$ cat src/rtl/instr_fetch_pkg.sv
// Shared types for the fetch stage: FSM states, buffer entry layout, buffer depth.
package fetch_pkg;
    localparam int FETCH_ADDR_W  = 32;
    localparam int FETCH_INSTR_W = 32;
    localparam int BUF_DEPTH     = 2;

    typedef enum logic [1:0] {
        IDLE,
        RUN,
        HALTED
    } fetch_state_t;

    typedef struct packed {
        logic [FETCH_ADDR_W-1:0]  pc;
        logic [FETCH_INSTR_W-1:0] instr;
    } fetch_entry_t;
endpackage

$ cat src/rtl/instr_fetch_if.sv
// Fetch-side bus: imem request/response plus the decode valid/ready channel.
interface instr_fetch_if #(
    parameter int ADDR_W  = 32,
    parameter int INSTR_W = 32
);
    logic               imem_req;
    logic [ADDR_W-1:0]  imem_addr;
    logic [INSTR_W-1:0] imem_rdata;
    logic               out_valid;
    logic               out_ready;
    logic [INSTR_W-1:0] out_instr;
    logic [ADDR_W-1:0]  out_pc;

    modport master (
        output imem_req, imem_addr, out_valid, out_instr, out_pc,
        input  imem_rdata, out_ready
    );
    modport slave (
        input  imem_req, imem_addr, out_valid, out_instr, out_pc,
        output imem_rdata, out_ready
    );
endinterface

$ cat src/rtl/instr_fetch_buffer.sv
// Two-entry FIFO of fetch entries; flush clears it, push and pop may coincide even when full.
module fetch_buffer
    import fetch_pkg::*;
(
    input  logic         clk,
    input  logic         reset,
    input  logic         flush,
    input  logic         push,
    input  fetch_entry_t push_data,
    input  logic         pop,
    output fetch_entry_t head,
    output logic [1:0]   occ
);
    fetch_entry_t mem [BUF_DEPTH];
    logic         rd_ptr;
    logic         wr_ptr;

    // Callers only push when there is room after this cycle's pop, and only pop when non-empty.
    always_ff @(posedge clk) begin
        if (reset || flush) begin
            rd_ptr <= 1'b0;
            wr_ptr <= 1'b0;
            occ    <= 2'd0;
        end else begin
            if (push) begin
                mem[wr_ptr] <= push_data;
                wr_ptr      <= ~wr_ptr;
            end
            if (pop) rd_ptr <= ~rd_ptr;
            occ <= occ + 2'(push) - 2'(pop);
        end
    end

    assign head = mem[rd_ptr];
endmodule

$ cat src/rtl/instr_fetch.sv
// Fetch stage: credit-checked imem issue, next-PC mux, redirect flush with kill flag.
// Optional FETCH_HALT_EN: a fetched HALT_INSTR stops issue and adds the halted output.
module instr_fetch
    import fetch_pkg::*;
#(
    parameter int ADDR_W  = FETCH_ADDR_W,
    parameter int INSTR_W = FETCH_INSTR_W,
    parameter int PC_STEP = 4
`ifdef FETCH_HALT_EN
    , parameter logic [INSTR_W-1:0] HALT_INSTR = {INSTR_W{1'b1}}
`endif
) (
    input  logic              clk,
    input  logic              reset,
    input  logic [ADDR_W-1:0] pc_in,
    output logic              pc_en,
    output logic [ADDR_W-1:0] next_pc,
    input  logic              redirect_valid,
    input  logic [ADDR_W-1:0] redirect_target,
    instr_fetch_if.master     bus
`ifdef FETCH_HALT_EN
    , output logic            halted
`endif
);
    fetch_state_t      state, state_next;
    logic              inflight;
    logic              kill;
    logic [ADDR_W-1:0] pc_q;

    logic              run, redir, pop, push, credit_ok, issue, halt_hit;
    logic [2:0]        pend;
    logic [1:0]        occ;
    fetch_entry_t      head, push_entry;

    assign run   = (state == RUN) && !reset;
    assign redir = run && redirect_valid;

    assign bus.out_valid = (occ != 2'd0) && !redir && !reset;
    assign pop           = bus.out_valid && bus.out_ready;
    assign push          = inflight && !kill && !redir;

    // Entries already owed to the buffer after this cycle's dequeue must leave room for one more.
    assign pend      = 3'(occ) + 3'(inflight) - 3'(pop);
    assign credit_ok = pend < 3'(BUF_DEPTH);

`ifdef FETCH_HALT_EN
    assign halt_hit = push && (bus.imem_rdata == HALT_INSTR);
    assign halted   = (state == HALTED);
`else
    assign halt_hit = 1'b0;
`endif

    // A halt landing in the buffer blocks issue that same cycle so nothing trails it.
    assign issue = run && !redir && credit_ok && !halt_hit;

    always_comb begin
        state_next = state;
        pc_en      = 1'b0;
        next_pc    = '0;
        if (state == IDLE) state_next = RUN;
`ifdef FETCH_HALT_EN
        else if (state == RUN && halt_hit) state_next = HALTED;
`endif
        if (redir) begin
            pc_en   = 1'b1;
            next_pc = redirect_target;
        end else if (issue) begin
            pc_en   = 1'b1;
            next_pc = pc_in + ADDR_W'(PC_STEP);
        end
    end

    always_ff @(posedge clk) begin
        if (reset) begin
            state    <= IDLE;
            inflight <= 1'b0;
            kill     <= 1'b0;
            pc_q     <= '0;
        end else begin
            state    <= state_next;
            inflight <= issue;
            kill     <= redir;
            if (issue) pc_q <= pc_in;
        end
    end

    assign bus.imem_req  = issue;
    assign bus.imem_addr = pc_in;

    assign push_entry = '{pc: pc_q, instr: bus.imem_rdata};

    fetch_buffer u_buf (
        .clk       (clk),
        .reset     (reset),
        .flush     (redir),
        .push      (push),
        .push_data (push_entry),
        .pop       (pop),
        .head      (head),
        .occ       (occ)
    );

    assign bus.out_instr = head.instr;
    assign bus.out_pc    = head.pc;
endmodule

$ cat src/flat_wrapper.sv
// flat-port wrapper written by rule: the top's interface ports become plain ports
module instr_fetch_flat import fetch_pkg::*;
#(
    parameter int ADDR_W  = FETCH_ADDR_W,
    parameter int INSTR_W = FETCH_INSTR_W,
    parameter int PC_STEP = 4

)
  (clk, reset, pc_in, pc_en, next_pc, redirect_valid, redirect_target, bus_imem_req, bus_imem_addr, bus_out_valid, bus_out_instr, bus_out_pc, bus_imem_rdata, bus_out_ready);
  instr_fetch_if #(.ADDR_W(ADDR_W), .INSTR_W(INSTR_W)) bus_i ();
  input  logic clk;
  input  logic reset;
  input  logic [ADDR_W-1:0] pc_in;
  output logic pc_en;
  output logic [ADDR_W-1:0] next_pc;
  input  logic redirect_valid;
  input  logic [ADDR_W-1:0] redirect_target;
  output wire logic [$bits(bus_i.imem_req)-1:0] bus_imem_req;
  output wire logic [$bits(bus_i.imem_addr)-1:0] bus_imem_addr;
  output wire logic [$bits(bus_i.out_valid)-1:0] bus_out_valid;
  output wire logic [$bits(bus_i.out_instr)-1:0] bus_out_instr;
  output wire logic [$bits(bus_i.out_pc)-1:0] bus_out_pc;
  input wire logic [$bits(bus_i.imem_rdata)-1:0] bus_imem_rdata;
  input wire logic [$bits(bus_i.out_ready)-1:0] bus_out_ready;
  assign bus_imem_req = bus_i.imem_req;
  assign bus_imem_addr = bus_i.imem_addr;
  assign bus_out_valid = bus_i.out_valid;
  assign bus_out_instr = bus_i.out_instr;
  assign bus_out_pc = bus_i.out_pc;
  assign bus_i.imem_rdata = bus_imem_rdata;
  assign bus_i.out_ready = bus_out_ready;
  instr_fetch #(.ADDR_W(ADDR_W), .INSTR_W(INSTR_W), .PC_STEP(PC_STEP)) u_core (.clk(clk), .reset(reset), .pc_in(pc_in), .pc_en(pc_en), .next_pc(next_pc), .redirect_valid(redirect_valid), .redirect_target(redirect_target), .bus(bus_i));
endmodule
$ cat config.mk
export PLATFORM = sky130hd
export DESIGN_NAME = instr_fetch_flat
export DESIGN_NICKNAME = d
export VERILOG_FILES = /design/src/rtl/instr_fetch_pkg.sv /design/src/rtl/instr_fetch_if.sv /design/src/rtl/instr_fetch_buffer.sv /design/src/rtl/instr_fetch.sv /design/src/flat_wrapper.sv
export SDC_FILE = /design/constraint.sdc
export NUM_CORES = 1
export LEC_CHECK = 0
export BUFFER_PORTS_ARGS = -buffer_cell sky130_fd_sc_hd__buf_2
export CORE_MARGIN = 2
export CORE_UTILIZATION = 35
export DETAILED_ROUTE_END_ITERATION = 6
export MAX_ROUTING_LAYER = met4
export PLACE_DENSITY = 0.7
export SLEW_MARGIN = 40
export SYNTH_ARGS = -nofsm -noshare
export SYNTH_HDL_FRONTEND = slang
export SYNTH_HIERARCHICAL = 1
export SYNTH_SLANG_ARGS = --single-unit
$ cat constraint.sdc
create_clock -name clk -period 30.4 [get_ports clk]
set_input_delay 4.56 -clock clk [delete_from_list [all_inputs] [get_ports clk]]
set_output_delay 4.56 -clock clk [all_outputs]
set_load 0.005 [all_outputs]
==> reports/qor.csv, run 1 <==
metric,value,unit
hold_path_class,reg -> reg,
initial_utilization,35.5,%
num_vias,5381,
status,finished clean,
crit_path_cell_trace,buf_4 -> inv_1 -> and3_4 -> nor3_1 -> and2_1 -> ha_1 -> nand2b_1 -> fa_1 -> nand4bb_1 -> or2_2 -> buf_4 -> or4_1 -> o211ai_1 -> buf_2,
synth-seq-cells,168,
track_usage,17.1,%
layout.nets,887,
fin_hold_ws,452,ps
slowest_delay,560,ps
n_fill_cell,2073,
die_h,153,um
ys_seq_area_share,60.1,%
yosysWarningCount,6,
die_area,23300,um^2
pin_count,231,
crit_path_end_kind,output pin,
fin_crit,13060,ps
syn_inst,593,
vias_per_cell,5.01,
overflow,0,
synthSimpleGateAreaFrac,12.4,%
synth-compound-area-share,5.57,%
rows,54,
clock-skew-final,9.16,ps
cts_buffers,17,
clockBufferDepth,2,
cts_resized,0,
p_per_area,54.2,nW/um^2
core,21800,um^2
use_met3,3.50,%
postCtsHoldBufs,0,
synthDominantCellAreaShare,49.7,%
yosysTopAreaCell,edfxtp_1,
synth_xor_area_share,1.99,%
synth_edf_count,128,
tns,0,ps
ir_drop,0.0000319,V
ys_top_cells_by_count,"128 x edfxtp_1, 98 x nand2_1, 60 x mux2_4",
top_usage_layer,met2,
synth_cell_type_count,46,
synth_top_family_by_area,simple AND/OR/NAND/NOR gates,
fp.dieW,153,um
drt-pass1-iter-count,5,
finalHoldViolations,0,
grt_max_degree,65,
rsz0062_at_grt,false,
synthAdderAreaFrac,0.907,%
tightestPinTransition,704,ps
dp_hpwl,13.7,mm
crit_path_top_delay_cell,or4_1,
crit_type,in -> out,
ys.flop_type,edfxtp_1,
worst-path-buf-inv,4,
worstPathRequired,25840,ps
use_met2,27.4,%
cts.sinks,168,
syn_nets,698,
clk_pin_slew,70,ps
cts_max_level,4,
area_growth,21.7,%
synthMuxAreaShare,12.2,%
place_ws,16830,ps
drive_gt1_share,43.2,%
io_buffers,230,
avgSynthCellArea,13.0,um^2
async_flop_share,0,%
fmax,76.6,MHz
grt_pass1_vias,5206,
crit_path_max_fanout,52,
gp_congestion,0.818,
cts-root-buf,clkbuf_16,
drv_slew,0,
ys_top_cells_by_area,"edfxtp_1 50%, mux2_4 12%, dfxtp_1 10%",
cp_data_arrival_time,8500,ps
synth_most_common_cell,edfxtp_1,
antenna_found_initial,1,
clk-insertion-delay-late,420,ps
critPathTopFamily,simple AND/OR/NAND/NOR gates,
ant_nets,0,
finalWirelength,19.7,mm
netlist_area,7730,um^2
start_kind,input port,
maxSlewHeadroom,53.1,%
cts_setup_buffers,0,
drtIter0Drc,300,
p_leak,3.56,nW
finalPower,510,uW
setup_viol,0,
worst_slack,17340,ps
path_common_cell,buf_4,
cts_tree,done,
grt_pass1_wl,29.7,mm
wire_per_inst,18.3,um
fin_crit_sh,42.9,%
maxCapViolations,0,
met1_usage,22.0,%
drc,0,
-- flip-flops by register name, summed over array words and instances, names as in the netlist, named ones only --
name / count
u_core/u_buf/mem: 128
u_core/inflight: 1
u_core/kill: 1
u_core/u_buf/occ: 2
u_core/u_buf/rd_ptr: 1
u_core/pc_q: 32
u_core/state: 1
u_core/u_buf/wr_ptr: 1
-- area by class of cell --
type                    count  area [um^2]  area share [%]
flip-flops and latches    168         4650            49.4
multi-input cells         351         2580            27.4
repair buffers            235         1210            12.8
clock buffers              17          425            4.52
well taps                 280          350            3.72
clock inverters            14          160            1.70
inverters                   9         36.3           0.386
diodes                      1         2.50          0.0266
-- path summary, 6_finish.rpt --
path,startpoint,end,slack (ps),cells after the start
worst min register to register,u_core/pc_q[27],u_core/u_buf/mem[1][59],450,0
worst min-delay path,u_core/pc_q[27],u_core/u_buf/mem[1][59],450,0
worst max register to register,u_core/state[0],u_core/pc_q[23],26880,11
worst max-delay path,reset,next_pc[29],17340,14
-- power breakdown --
group | internal [mW] | total, mW | switching (mW)
Clock | 0.123 | 0.215 | 0.0918
Sequential | 0.251 | 0.253 | 0.00262
Combinational | 0.0188 | 0.0419 | 0.0231
Total | 0.392 | 0.510 | 0.117
-- per-layer routing --
layer | up-vias | part of all wire, % | wire length [um]
li1 | 2540 | - | -
met2 | 240 | 48 | 9360
met1 | 2575 | 45 | 8760
met3 | 26 | 6.3 | 1240
met5 | - | 0 | 0
met4 | 0 | 1.5 | 303
-- layout by cell type (no fill, tap or decap), types with 3 or more instances in the layout --
cell type / n
buf_4: 4
o21ai_0: 13
nand3_1: 18
inv_6: 5
mux2_4: 60
and4_1: 4
clkbuf_16: 17
nand4b_1: 3
xnor2_1: 8
or2_2: 5
a32oi_1: 7
edfxtp_1: 128
ha_1: 4
xor2_1: 7
inv_1: 8
nor3_1: 9
or4_1: 8
nand4_1: 16
dfxtp_1: 39
o211ai_1: 13
nand2_1: 98
nor2_1: 15
nor4_1: 6
mux2_2: 4
buf_2: 229
a21oi_1: 32
-- kinds of logic after synthesis --
logic type / count (synthesis)
AOI/OAI and AO/OA: 70
muxes: 64
buffers and inverters: 74
DFF: 168
xor gates and xnor gates: 16
and+or+nand+nor: 196
adders and majority gates: 5
-- metrics by stage --
step | cells | utilization (%) | instance area, um^2
final | 1075 | 43.2 | 9410
after global routing | 1075 | 43.2 | 9410
after detailed placement | 1043 | 40.5 | 8810
after CTS | 1074 | 43.2 | 9400
after floorplan | 593 | - | 7730
after global placement | 1042 | 40.4 | 8790
No activity file was read; power rests on OpenSTA's default activity.
==> run 2: changes to the inputs <==
--- a/config.mk
+++ b/config.mk
@@ -10,7 +10,7 @@
 export CORE_UTILIZATION = 35
 export DETAILED_ROUTE_END_ITERATION = 6
 export MAX_ROUTING_LAYER = met4
-export PLACE_DENSITY = 0.7
+export PLACE_DENSITY = 0.72
 export SLEW_MARGIN = 40
 export SYNTH_ARGS = -nofsm -noshare
 export SYNTH_HDL_FRONTEND = slang
==> constraint.sdc (replaced) <==
create_clock -name clk -period 12 [get_ports clk]
set_input_delay 1.8 -clock clk [delete_from_list [all_inputs] [get_ports clk]]
set_output_delay 1.8 -clock clk [all_outputs]
set_load 0.005 [all_outputs]
==> run 2 against run 1 <==
Against the previous run: hold slack got worse by 3.8 ps; wire length fell by 1.4%; sequential power rose to 2.5 times the previous value; die area did not move; clock-buffer cell count rose by 2; register-to-register slack got worse by 18000 ps; clock power rose by 150%; total power rose to 2.5 times the previous value; critical path type unchanged; highest routed layer unchanged.
==> reports/qor.csv, run 2 (synthesized netlist as in run 1, its figures left out) <==
metric,value,unit
power_frac_comb,8.3,%
drive_gt1_share,43.1,%
pwr-share-clk,41.7,%
switching_share,22.7,%
fin_crit,7570,ps
postCtsHoldBufs,0,
grt_max_degree,65,
initial_utilization,35.5,%
p_per_area,137,nW/um^2
intPower,992,uW
worstReg2RegStart,u_core/state[0],
use_met3,3.64,%
largest_reg_flops,128,
clk_pin_slew,60,ps
layout.nets,886,
use_met2,25.5,%
die_area,23300,um^2
crit_type,in -> out,
cp-startpoint,reset,
cts_tree,done,
worst-path-buf-inv,4,
largest_register,u_core/u_buf/mem,
clockBufferDepth,2,
critPathTopFamily,simple AND/OR/NAND/NOR gates,
crit_path_top_delay_cell,or4_1,
antennaDiodeCount,0,
num_vias,5413,
hold_path_class,reg -> reg,
wire_per_inst,18.1,um
layout.cells.most_common_list,"229 x buf_2, 128 x edfxtp_1, 98 x nand2_1, 60 x mux2_4, 39 x dfxtp_1",
layout_commonest_cell,buf_2,
start_kind,input port,
die_h,153,um
n_fill_cell,2070,
cts.sinks,168,
drt-pass1-iter-count,5,
overflow,0,
clk-insertion-delay-late,420,ps
largestRegisters,"u_core/u_buf/mem (128), u_core/pc_q (32), u_core/u_buf/occ (2)",
tightestPinTransition,748,ps
vias_per_cell,5.04,
maxSlewHeadroom,50.1,%
cts_resized,0,
drv_slew,0,
finalWirelength,19.4,mm
maxCapViolations,0,
gp_congestion,0.779,
cts_buffers,17,
slowest_delay,570,ps
power_switching,291,uW
cts_setup_buffers,0,
finalHoldViolations,0,
pin_count,231,
drc,0,
p_leak,3.55,nW
worstPathRequired,10200,ps
ant_nets,0,
fp.dieW,153,um
fin_crit_sh,63.1,%
postLayoutCoreUtil,43.2,%
antenna_found_initial,0,
place_ws,3940,ps
cts_max_level,4,
cts-root-buf,clkbuf_16,
tns,0,ps
rows,54,
cp_data_arrival_time,5770,ps
rsz0062_at_grt,false,
grt_pass1_vias,5052,
ir_drop,0.0000882,V
dp_hpwl,13.5,mm
path_common_cell,buf_4,
crit_path_end_kind,output pin,
io_buffers,230,
area_growth,21.6,%
met1_usage,21.8,%
clock-skew-final,10.2,ps
track_usage,16.6,%
crit_path_cell_trace,buf_4 -> inv_1 -> and3_4 -> nor3_1 -> and2_1 -> ha_1 -> nand2b_1 -> fa_1 -> nand4bb_1 -> or2_2 -> buf_4 -> or4_1 -> o211ai_1 -> buf_2,
drtIter0Drc,345,
hold_start,u_core/pc_q[25],
status,finished clean,
fmax,132,MHz
core,21800,um^2
grt_pass1_wl,28.9,mm
worst_slack,4430,ps
crit_path_max_fanout,52,
sequentialPowerShare,50.0,%
top_usage_layer,met2,
setup_viol,0,
==> run 2: cell types whose count changed in the layout (fill, tap and decap cells not counted) <==
cell,change
diode_2,-1
inv_6,-2
buf_4,-1
clkinv_4,+1
clkinv_2,+1
nor4_2,+1
clkbuf_1,+2
nor4_1,-1
inv_8,-1
==> run 2: per-stage QoR <==
step | cells | hold slack (ps) | instance area (um^2) | power (mW)
final | 1074 | 448 | 9400 | 1.28
after global placement | 1041 | 431 | 8780 | 0.759
after floorplan | 593 | 425 | 7730 | 0.713
after global routing | 1074 | 468 | 9400 | 1.33
after CTS | 1074 | 448 | 9390 | 1.30
after detailed placement | 1042 | 437 | 8810 | 0.762
==> run 2: final timing paths <==
path / to / slack, ps / depth (start not counted)
worst min-delay path: u_core/u_buf/mem[0][57] / 450 / 0
worst max register to register: u_core/pc_q[21] / 8500 / 11
worst max-delay path: next_pc[21] / 4430 / 14
worst min register to register: u_core/u_buf/mem[0][57] / 450 / 0
==> run 2: layout make-up <==
type | count | area [um^2] | share of cell area (%)
Tap cell | 280 | 350 | 3.73
Clock buffer | 19 | 433 | 4.61
Inverter | 9 | 36.3 | 0.386
Sequential cell | 168 | 4650 | 49.5
Timing Repair Buffer | 234 | 1200 | 12.8
Multi-Input combinational cell | 351 | 2580 | 27.5
Clock inverter | 13 | 145 | 1.54
==> run 2: routing by layer <==
layer,vias up,share of wire (%)
li1,2539,-
met1,2572,45
met2,276,45
met3,26,7.4
met4,0,2.0
met5,-,0
==> run 2: power groups by stage <==
stage | sequential (mW) | combinational (mW) | clock (mW)
detailed placement | 0.654 | 0.108 | 0
global route | 0.643 | 0.117 | 0.573
global placement | 0.654 | 0.105 | 0
CTS | 0.642 | 0.108 | 0.548
floorplan | 0.653 | 0.0607 | 0
finish | 0.642 | 0.107 | 0.535
==> run 2: worst reg2reg max path, delay by kind of cell (launching register included) <==
kind | cells | cell delay (ps)
compound gates | 1 | 140
fa+ha+maj | 2 | 780
flops | 1 | 350
buf+inv | 1 | 450
simple gates | 7 | 1710
==> run 3: changes to the inputs <==
--- a/config.mk
+++ b/config.mk
@@ -5,12 +5,13 @@
 export SDC_FILE = /design/constraint.sdc
 export NUM_CORES = 1
 export LEC_CHECK = 0
+export ABC_AREA = 1
 export BUFFER_PORTS_ARGS = -buffer_cell sky130_fd_sc_hd__buf_2
 export CORE_MARGIN = 2
 export CORE_UTILIZATION = 35
 export DETAILED_ROUTE_END_ITERATION = 6
 export MAX_ROUTING_LAYER = met4
-export PLACE_DENSITY = 0.72
+export PLACE_DENSITY = 0.7
 export SLEW_MARGIN = 40
 export SYNTH_ARGS = -nofsm -noshare
 export SYNTH_HDL_FRONTEND = slang
==> constraint.sdc (replaced) <==
create_clock -name clk -period 7.6 [get_ports clk]
set_input_delay 1.14 -clock clk [delete_from_list [all_inputs] [get_ports clk]]
set_output_delay 1.14 -clock clk [all_outputs]
set_load 0.005 [all_outputs]
==> run 3 against run 2 <==
Against the previous run: first-iteration DRC count decreased by 0.58%; sequential cell count unchanged; clock-buffer cell count down 2; critical path type unchanged; largest cell class unchanged; largest power group unchanged.
==> reports/qor.csv, run 3 <==
metric,value,unit
layout_commonest_cell,buf_2,
yosysWarningCount,6,
rows,54,
worst-r2r-cell-count,12,
maxSlewHeadroom,51.5,%
ys.flop_type,edfxtp_1,
drive_gt1_share,39.7,%
antenna_found_initial,1,
grt_pass1_vias,5350,
die_area,23600,um^2
finalHoldViolations,0,
cp-startpoint,reset,
clk-insertion-delay-late,430,ps
fin_crit_sh,74.1,%
endpoint,next_pc[10],
ant_nets,0,
clock-skew-final,12.0,ps
postLayoutCoreUtil,43.4,%
drt-pass1-iter-count,5,
largest_reg_flops,128,
ys_top_cells_by_count,"128 x edfxtp_1, 105 x nand2_1, 92 x nor2_1",
setup_viol,0,
switching_share,23.7,%
yosysTopAreaCell,edfxtp_1,
tightestPinTransition,727,ps
hold_path_class,reg -> reg,
cts_tree,done,
synth-seq-cells,168,
pin_count,231,
cts_buffers,17,
initial_utilization,35.7,%
p_per_area,217,nW/um^2
grt_max_degree,54,
syn_nets,765,
worstReg2RegStart,u_core/u_buf/occ[1],
cts.sinks,168,
grt_pass1_wl,30.6,mm
synth_edf_count,128,
dp_hpwl,14.6,mm
start_kind,input port,
drv_slew,0,
cts_max_level,4,
drc,0,
maxCapViolations,0,
rsz0062_at_grt,false,
ys_top_cells_by_area,"edfxtp_1 49%, mux2_4 12%, dfxtp_1 10%",
overflow,0,
stdcell_count,1155,
fin_crit,5630,ps
cts_setup_buffers,0,
vias_per_cell,4.82,
slowest_delay,570,ps
ys_seq_area_share,59.4,%
layout.cells.most_common_list,"230 x buf_2, 128 x edfxtp_1, 105 x nand2_1, 91 x nor2_1, 60 x mux2_4",
worstPathRequired,6460,ps
crit_path_end_kind,output pin,
finalPower,2.07,mW
fmax,178,MHz
sequentialPowerShare,49.4,%
placedCellCount,1122,
rrSetupSlack,4100,ps
core,21900,um^2
worstReg2RegEnd,u_core/pc_q[0],
crit_path_cell_trace,buf_2 -> inv_6 -> o21ai_0 -> nor3b_1 -> ha_1 -> inv_1 -> nand2_1 -> fa_1 -> nand2_1 -> nor2_4 -> nand2_4 -> inv_4 -> o21ai_0 -> o21ai_0 -> buf_2,
p_leak,3.98,nW
avgSynthCellArea,11.8,um^2
cp_data_arrival_time,4490,ps
ir_drop,0.000139,V
io_buffers,230,
gp_congestion,0.874,
critPathTopFamily,buffers and inverters,
crit_path_max_fanout,53,
cts_resized,0,
path_common_cell,o21ai_0,
clk_pin_slew,70,ps
cts-root-buf,clkbuf_16,
crit_path_top_delay_cell,inv_4,
crit_type,in -> out,
clockBufferDepth,2,
drtIter0Drc,343,
area_growth,21.5,%
netlist_area,7820,um^2
synthDominantCellAreaShare,49.2,%
track_usage,17.8,%
wire_per_inst,17.8,um
pwr-share-clk,42.1,%
synth_cell_type_count,39,
crit_cells,15,
worst-path-buf-inv,5,
hold_depth,0,
async_flop_share,0,%
power_switching,490,uW
num_vias,5566,
n_fill_cell,2135,
synth_most_common_cell,edfxtp_1,
die_h,153,um
syn_inst,660,
tns,0,ps
intPower,1.58,mW
status,finished clean,
finalWirelength,20.5,mm
power_frac_comb,8.5,%
postCtsHoldBufs,0,
layout.nets,966,
fp.dieW,153,um
largestRegisters,"u_core/u_buf/mem (128), u_core/pc_q (32), u_core/u_buf/occ (2)",
largest_register,u_core/u_buf/mem,
-- run 3: changes by cell type in the layout (fill, tap and decap cells not counted), moves of 8 or more --
| cell | before | now |
|---|---|---|
| nor2_1 | 15 | 91 |
| nand3_1 | 18 | 48 |
| inv_1 | 8 | 35 |
| a21oi_1 | 32 | 11 |
| o21ai_0 | 13 | 26 |
| o211ai_1 | 13 | 3 |
| nand4_1 | 16 | 7 |
| or4_1 | 8 | 0 |
-- run 3: routing by layer --
layer | vias to the layer above | routed length (um) | global-route usage (%)
li1 | 2671 | - | -
met1 | 2608 | 8630 | 21.8
met2 | 260 | 10000 | 29.6
met3 | 27 | 1580 | 4.34
met4 | 0 | 286 | 4.54
met5 | - | 0 | -
-- run 3: final cells by class --
cell class                      count  area, um^2  area share (%)
Clock buffer                       17         425            4.48
Clock inverter                     15         168            1.77
Multi-Input combinational cell    401        2560            26.9
Timing Repair Buffer              236        1200            12.6
Antenna cell                        1        2.50          0.0263
Inverter                           37         146            1.54
Tap cell                          280         350            3.69
Sequential cell                   168        4650            48.9
-- run 3: worst reg2reg max path, stage by stage, from the launching register on --
cell	delay, ps
dfxtp_1	480
o21ai_0	160
nor3b_1	420
ha_1	310
inv_1	50
nand2_1	70
fa_1	510
nand2_1	90
nor2_4	130
nand2_4	290
inv_4	580
nand2_1	170
a21oi_1	180
-- run 3: power by group through the flow --
stage | registers [mW] | clock network, mW | logic, mW
6_report | 1.02 | 0.870 | 0.176
5_1_grt | 1.02 | 0.933 | 0.195
2_1_floorplan | 1.04 | 0 | 0.105
3_5_place_dp | 1.04 | 0 | 0.177
4_1_cts | 1.02 | 0.890 | 0.178
3_3_place_gp | 1.04 | 0 | 0.174
-- run 3: how the worst min path moves through the flow --
stage | startpoint | to
2_1_floorplan | u_core/pc_q[5] | u_core/u_buf/mem[0][37]
3_3_place_gp | u_core/pc_q[25] | u_core/u_buf/mem[0][57]
3_5_place_dp | u_core/pc_q[13] | u_core/u_buf/mem[0][45]
4_1_cts | u_core/pc_q[13] | u_core/u_buf/mem[1][45]
5_1_grt | u_core/pc_q[21] | u_core/u_buf/mem[1][53]
6_report | u_core/pc_q[13] | u_core/u_buf/mem[1][45]
-- run 3: cell families after synthesis --
| group | synth area share (%) |
|---|---|
| buffers and inverters | 8.10 |
| muxes | 12.1 |
| xor gates and xnor gates | 0.448 |
| adders and majority gates | 0.896 |
| DFF | 59.4 |
| and+or+nand+nor | 15.4 |
| AOI/OAI and AO/OA | 3.63 |
-- run 3: through the flow --
stage / hold WS [ps] / area [um^2] / setup slack [ps]
after floorplan: 420 / 7820 / 846
after global placement: 426 / 8900 / 2110
after detailed placement: 436 / 8900 / 2010
after CTS: 451 / 9500 / 1960
after global routing: 466 / 9500 / 1670
final: 449 / 9500 / 1970
